$ cat src/rtl/hwpe_ctrl_ucode_flags_buffer.sv
// Flags buffer between the microcode loop engine and the streamer: a small FIFO of per-iteration
// flags that throttles the uloop via enable. Define HWPE_CTRL_UCODE_BUF_BYPASS_EN for an empty-FIFO bypass path.
module hwpe_ctrl_ucode_flags_buffer #(
    parameter int DEPTH     = 4,
    parameter int NB_REG    = 4,
    parameter int NB_LOOPS  = 6,
    parameter int CNT_WIDTH = 12,
    parameter int LATENCY   = 1
) (
    input  logic                          clk_i,
    input  logic                          rst_ni,
    input  logic                          clear_i,
    input  logic                          in_valid_i,
    input  logic                          in_done_i,
    input  logic                          in_accum_i,
    input  logic [NB_REG*32-1:0]          in_offs_i,
    input  logic [NB_LOOPS*CNT_WIDTH-1:0] in_idx_i,
    output logic                          uloop_enable_o,
    output logic                          out_valid_o,
    input  logic                          out_ready_i,
    output logic [NB_REG*32-1:0]          out_offs_o,
    output logic [NB_LOOPS*CNT_WIDTH-1:0] out_idx_o,
    output logic                          out_accum_o,
    output logic                          out_last_o,
    output logic                          done_o,
    output logic [$clog2(DEPTH):0]        count_o,
    output logic                          overflow_o
);

    localparam int OFFS_W = NB_REG * 32;
    localparam int IDX_W  = NB_LOOPS * CNT_WIDTH;
    localparam int PTR_W  = $clog2(DEPTH);
    localparam int CNT_W  = $clog2(DEPTH) + 1;

    logic [OFFS_W-1:0] r_offs [DEPTH];
    logic [IDX_W-1:0]  r_idx  [DEPTH];
    logic [DEPTH-1:0]  r_accum;
    logic [DEPTH-1:0]  r_last;
    logic [PTR_W-1:0]  r_head;
    logic [PTR_W-1:0]  r_tail;
    logic [CNT_W-1:0]  r_count;
    logic              r_overflow;
    logic              r_done;

    logic [OFFS_W-1:0] r_holdOffs;
    logic [IDX_W-1:0]  r_holdIdx;
    logic              r_holdAccum;
    logic              r_holdLast;

    logic              w_empty;
    logic              w_full;
    logic              w_bypass;
    logic              w_pop;
    logic              w_push;
    logic              w_pushAccept;
    logic              w_pushDrop;
    logic              w_doneAlone;
    logic              w_markTail;
    logic              w_doneDirect;
    logic              w_doneNext;
    logic [PTR_W-1:0]  w_tailPrev;
    logic [CNT_W-1:0]  w_free;

    assign w_empty = (r_count == '0);
    assign w_full  = (r_count == CNT_W'(DEPTH));

`ifdef HWPE_CTRL_UCODE_BUF_BYPASS_EN
    assign w_bypass = w_empty & in_valid_i & out_ready_i;
`else
    assign w_bypass = 1'b0;
`endif

    assign w_pop        = ~w_empty & out_ready_i;
    assign w_push       = in_valid_i & ~w_bypass;
    // A full FIFO still takes a push when the head leaves in the same cycle.
    assign w_pushAccept = w_push & (~w_full | w_pop);
    assign w_pushDrop   = w_push & w_full & ~w_pop;

    // A lone done either tags the newest stored entry or, when nothing survives this cycle,
    // finishes the job directly.
    assign w_doneAlone  = in_done_i & ~in_valid_i;
    assign w_markTail   = w_doneAlone & ~w_empty & ~((r_count == CNT_W'(1)) & w_pop);
    assign w_doneDirect = w_doneAlone & ~w_markTail;
    assign w_doneNext   = (w_pop & r_last[r_head]) | w_doneDirect | (w_bypass & in_done_i);

    assign w_tailPrev = r_tail - PTR_W'(1);
    assign w_free     = CNT_W'(DEPTH) - r_count;

    assign uloop_enable_o = rst_ni & ~clear_i & (w_free > CNT_W'(LATENCY));
    assign count_o        = r_count;
    assign overflow_o     = r_overflow;
    assign done_o         = r_done;

    // Output view: bypassed input, else the head entry, else the last value that left.
    always_comb begin
        out_valid_o = ~w_empty | w_bypass;
        out_offs_o  = r_holdOffs;
        out_idx_o   = r_holdIdx;
        out_accum_o = r_holdAccum;
        out_last_o  = r_holdLast;
        if (w_bypass) begin
            out_offs_o  = in_offs_i;
            out_idx_o   = in_idx_i;
            out_accum_o = in_accum_i;
            out_last_o  = in_done_i;
        end else if (!w_empty) begin
            out_offs_o  = r_offs[r_head];
            out_idx_o   = r_idx[r_head];
            out_accum_o = r_accum[r_head];
            out_last_o  = r_last[r_head];
        end
    end

    always_ff @(posedge clk_i) begin
        if (!rst_ni || clear_i) begin
            for (int i = 0; i < DEPTH; i++) begin
                r_offs[i] <= '0;
                r_idx[i]  <= '0;
            end
            r_accum <= '0;
            r_last  <= '0;
        end else begin
            if (w_pushAccept) begin
                r_offs[r_tail]  <= in_offs_i;
                r_idx[r_tail]   <= in_idx_i;
                r_accum[r_tail] <= in_accum_i;
                r_last[r_tail]  <= in_done_i;
            end
            if (w_markTail) begin
                r_last[w_tailPrev] <= 1'b1;
            end
        end
    end

    always_ff @(posedge clk_i) begin
        if (!rst_ni || clear_i) begin
            r_head  <= '0;
            r_tail  <= '0;
            r_count <= '0;
        end else begin
            if (w_pushAccept) begin
                r_tail <= r_tail + PTR_W'(1);
            end
            if (w_pop) begin
                r_head <= r_head + PTR_W'(1);
            end
            case ({w_pushAccept, w_pop})
                2'b10:   r_count <= r_count + CNT_W'(1);
                2'b01:   r_count <= r_count - CNT_W'(1);
                default: r_count <= r_count;
            endcase
        end
    end

    always_ff @(posedge clk_i) begin
        if (!rst_ni || clear_i) begin
            r_holdOffs  <= '0;
            r_holdIdx   <= '0;
            r_holdAccum <= 1'b0;
            r_holdLast  <= 1'b0;
            r_overflow  <= 1'b0;
            r_done      <= 1'b0;
        end else begin
            if (w_pop) begin
                r_holdOffs  <= r_offs[r_head];
                r_holdIdx   <= r_idx[r_head];
                r_holdAccum <= r_accum[r_head];
                r_holdLast  <= r_last[r_head];
            end else if (w_bypass) begin
                r_holdOffs  <= in_offs_i;
                r_holdIdx   <= in_idx_i;
                r_holdAccum <= in_accum_i;
                r_holdLast  <= in_done_i;
            end
            if (w_pushDrop) begin
                r_overflow <= 1'b1;
            end
            r_done <= w_doneNext;
        end
    end

endmodule

$ cat config.mk
export PLATFORM = sky130hd
export DESIGN_NAME = hwpe_ctrl_ucode_flags_buffer
export DESIGN_NICKNAME = d
export VERILOG_FILES = /design/src/rtl/hwpe_ctrl_ucode_flags_buffer.sv
export SDC_FILE = /design/constraint.sdc
export NUM_CORES = 2
export LEC_CHECK = 0
export CORE_ASPECT_RATIO = 1.4
export CORE_UTILIZATION = 50
export CTS_BUF_LIST = sky130_fd_sc_hd__clkbuf_4 sky130_fd_sc_hd__clkbuf_8
export DETAILED_ROUTE_END_ITERATION = 12
export PLACE_DENSITY = 0.71
export SYNTH_ARGS = -nofsm -noshare
export SYNTH_HDL_FRONTEND = slang
export SYNTH_SLANG_ARGS = --single-unit
$ cat constraint.sdc
create_clock -name clk_i -period 28.1 [get_ports clk_i]
set_clock_uncertainty 0.1 [all_clocks]
set_input_delay 4.215 -clock clk_i [delete_from_list [all_inputs] [get_ports clk_i]]
set_output_delay 4.215 -clock clk_i [all_outputs]
set_load 0.03 [all_outputs]
==> reports/metrics.cfg <==
[synth]
synth_fa_ha_area_share_pct = 0.420
ys_types = 34
synth_flop_cell = edfxtp_1
yosys-top-cells-area = edfxtp_1, mux4_2, dfxtp_1
seq_area_frac_synth_pct = 63.7
synth_xor_area_share_pct = 0.0980
synth_top_area_share_pct = 53.8
syn-num-nets = 3819
synthMuxAreaShare_pct = 10.4
syn_inst = 3597
synth_top_family_by_area = simple AND/OR/NAND/NOR gates
yosys_register_bits = 1021
synth_area_um2 = 44700
synth_compound_area_share_pct = 2.51
synth_area_per_cell_um2 = 12.4
synth_edf_count = 800
ys_warn_count = 0
synthSimpleGateAreaFrac_pct = 20.1
synth_async_sr_flop_share_pct = 0
yosys.area.top_type = edfxtp_1

[worst_setup_path]
cp_data_required_time_ns = 23.78
cp_max_fo = 33
cp.arrival_ns = 5.98
cp-start-kind = input port
critPathKind = input port to output pin
endpoint_kind = output pin

[flow_run]
maxCapViolCount = 0

[clock_tree]
clockBufferDepth = 3
post_cts_resized = 0
cts-buffers-inserted = 156
postCtsSetupBuffers = 0
htree_levels = 4
clock-sinks = 1021
cts_root_buf = clkbuf_8
clk_pin_slew_ns = 0.06
cts_tree = done
holdBufCountCts = 0
clk_latency_ns = 0.82

[route]
vias = 29012
ant_nets = 0
drt_iter0_markers = 2088
avgRoutedWirePerCell_um = 22.5
wl_mm = 118
drt_pass1_iterations = 5
drc = 0
viasPerCell = 5.51

[cells_and_area]
fin_nets = 4167
area.growth.synth_to_final_pct = 18.2
fillers = 7242
finalNonFillerCells = 5269
seqCellArea_um2 = 28500
multiInputGateArea_um2 = 15100
final_cell_mix = nand2_1, edfxtp_1, and2_1, clkdlybuf4s50_1, dfxtp_1
final_common_cell = nand2_1
layout-drive-gt1-share_pct = 12.9
design_area_um2 = 52800

[sta]
finalSetupTns_ns = 0
min_period_ns = 10.30
setup_viol = 0
fin_ws_ns = 17.80
finalHoldViolations = 0
finalCritPeriodShare_pct = 36.6
tightest_slew_ns = 1.17
max_freq_mhz = 97.1
relSlewSlack_pct = 21.9
drv_slew = 0
rsz0062_at_grt = false

[grt]
antenna_found_initial = 24
grt_pass1_vias = 29261
grt_pass1_wl_mm = 177
grt.overflow.total = 0
grt_max_degree = 171
grtUsageTotal_pct = 26.2

[hold_path]
hold_path.class = flop to flop

[pwr]
power_mw = 3.28
leakage_nw = 20.5
ir_drop_mv = 0.0388
p_per_area_nw_per_um2 = 62.2

[floorplanning]
core_area_um2 = 88400
die_y_um = 356
ioPinCount = 416
start_util_pct = 50.5
dieArea_um2 = 90600
num_rows = 129
die_x_um = 255

[outcome]
status = finished clean

[place]
dp_slack_ns = 17.80
gp_congestion = 0.779
post_dp_cell_area_um2 = 49600
dp.final_hpwl_mm = 64.7
portBuffers = 415
place_inst = 4966

==> cell families (layout without fill, tap and decap cells) <==
| logic type | count (synthesis) | after routing |
|---|---|---|
| buf+inv | 278 | 756 |
| fa+ha+maj | 15 | 15 |
| xor+xnor | 5 | 5 |
| flops | 1021 | 1021 |
| mux | 212 | 212 |
| simple gates | 1846 | 1846 |
| other cells | 0 | 15 |
| compound gates | 220 | 220 |
==> worst paths after layout <==
path	slack, ns	to	from	depth (start not counted)
worst max-delay path	17.80	uloop_enable_o	clear_i	4
worst min-delay path	0.35	r_holdOffs[38]	r_holdOffs[38]	2
worst max register to register	21.48	r_offs[0][28]	count_o[0]	11
worst min register to register	0.35	r_holdOffs[38]	r_holdOffs[38]	2
==> worst max-delay path, stage by stage <==
cell and delay [ns]:
clkdlybuf4s50_1 0.46, nand2b_4 0.35, a21oi_1 0.25, clkdlybuf4s50_1 0.70
==> synth_stat cells, types with 3 or more instances <==
cell / instances
mux4_2: 202
clkbuf_2: 68
xor2_1: 3
and3_1: 200
buf_1: 24
clkbuf_1: 120
ha_1: 15
a21oi_1: 212
nor3_2: 3
mux2i_1: 10
buf_2: 35
edfxtp_1: 800
inv_1: 7
nor2_1: 13
nand2b_1: 5
nand2_1: 1019
dfxtp_1: 221
buf_4: 22
and2_1: 601
==> registers in the layout (all words and copies together), names as in the netlist, named ones only <==
register and count:
r_accum 4, overflow_o 1, r_holdOffs 128, done_o 1, r_head 2, count_o 3
r_last 4, r_holdIdx 72, r_holdAccum 1, r_idx 288, r_offs 512, r_tail 2
r_holdLast 1
==> metrics by stage <==
stage | hold WS, ns | utilization [%]
2_1_floorplan | 0.336 | -
3_3_place_gp | 0.342 | 56.1
3_5_place_dp | 0.347 | 56.1
4_1_cts | 0.354 | 59.7
5_1_grt | 0.369 | 59.7
6_report | 0.353 | 59.7
==> metal layers <==
| metal | vias to the layer above | GRT usage (%) | share of wire, % |
|---|---|---|---|
| met5 | - | 0 | 0.078 |
| met4 | 12 | 11.8 | 3.4 |
| met3 | 237 | 4.59 | 6.2 |
| met2 | 1009 | 44.5 | 51 |
| met1 | 14496 | 32.7 | 39 |
| li1 | 13258 | - | - |
==> final cells by class <==
| class | instances | share of cell area, % |
|---|---|---|
| flip-flops and latches | 1021 | 53.9 |
| multi-input cells | 2298 | 28.6 |
| repair buffers | 459 | 8.56 |
| clock buffers | 248 | 5.56 |
| well taps | 1179 | 2.79 |
| clock inverters | 40 | 0.481 |
| inverters | 9 | 0.0829 |
| diodes | 15 | 0.0711 |
==> power breakdown <==
part,internal (mW),switching [mW]
sequential,1.69,0.0184
clock,0.675,0.580
combinational,0.111,0.207
total,2.48,0.805
Note: power is estimated with default switching activity, not from simulation.
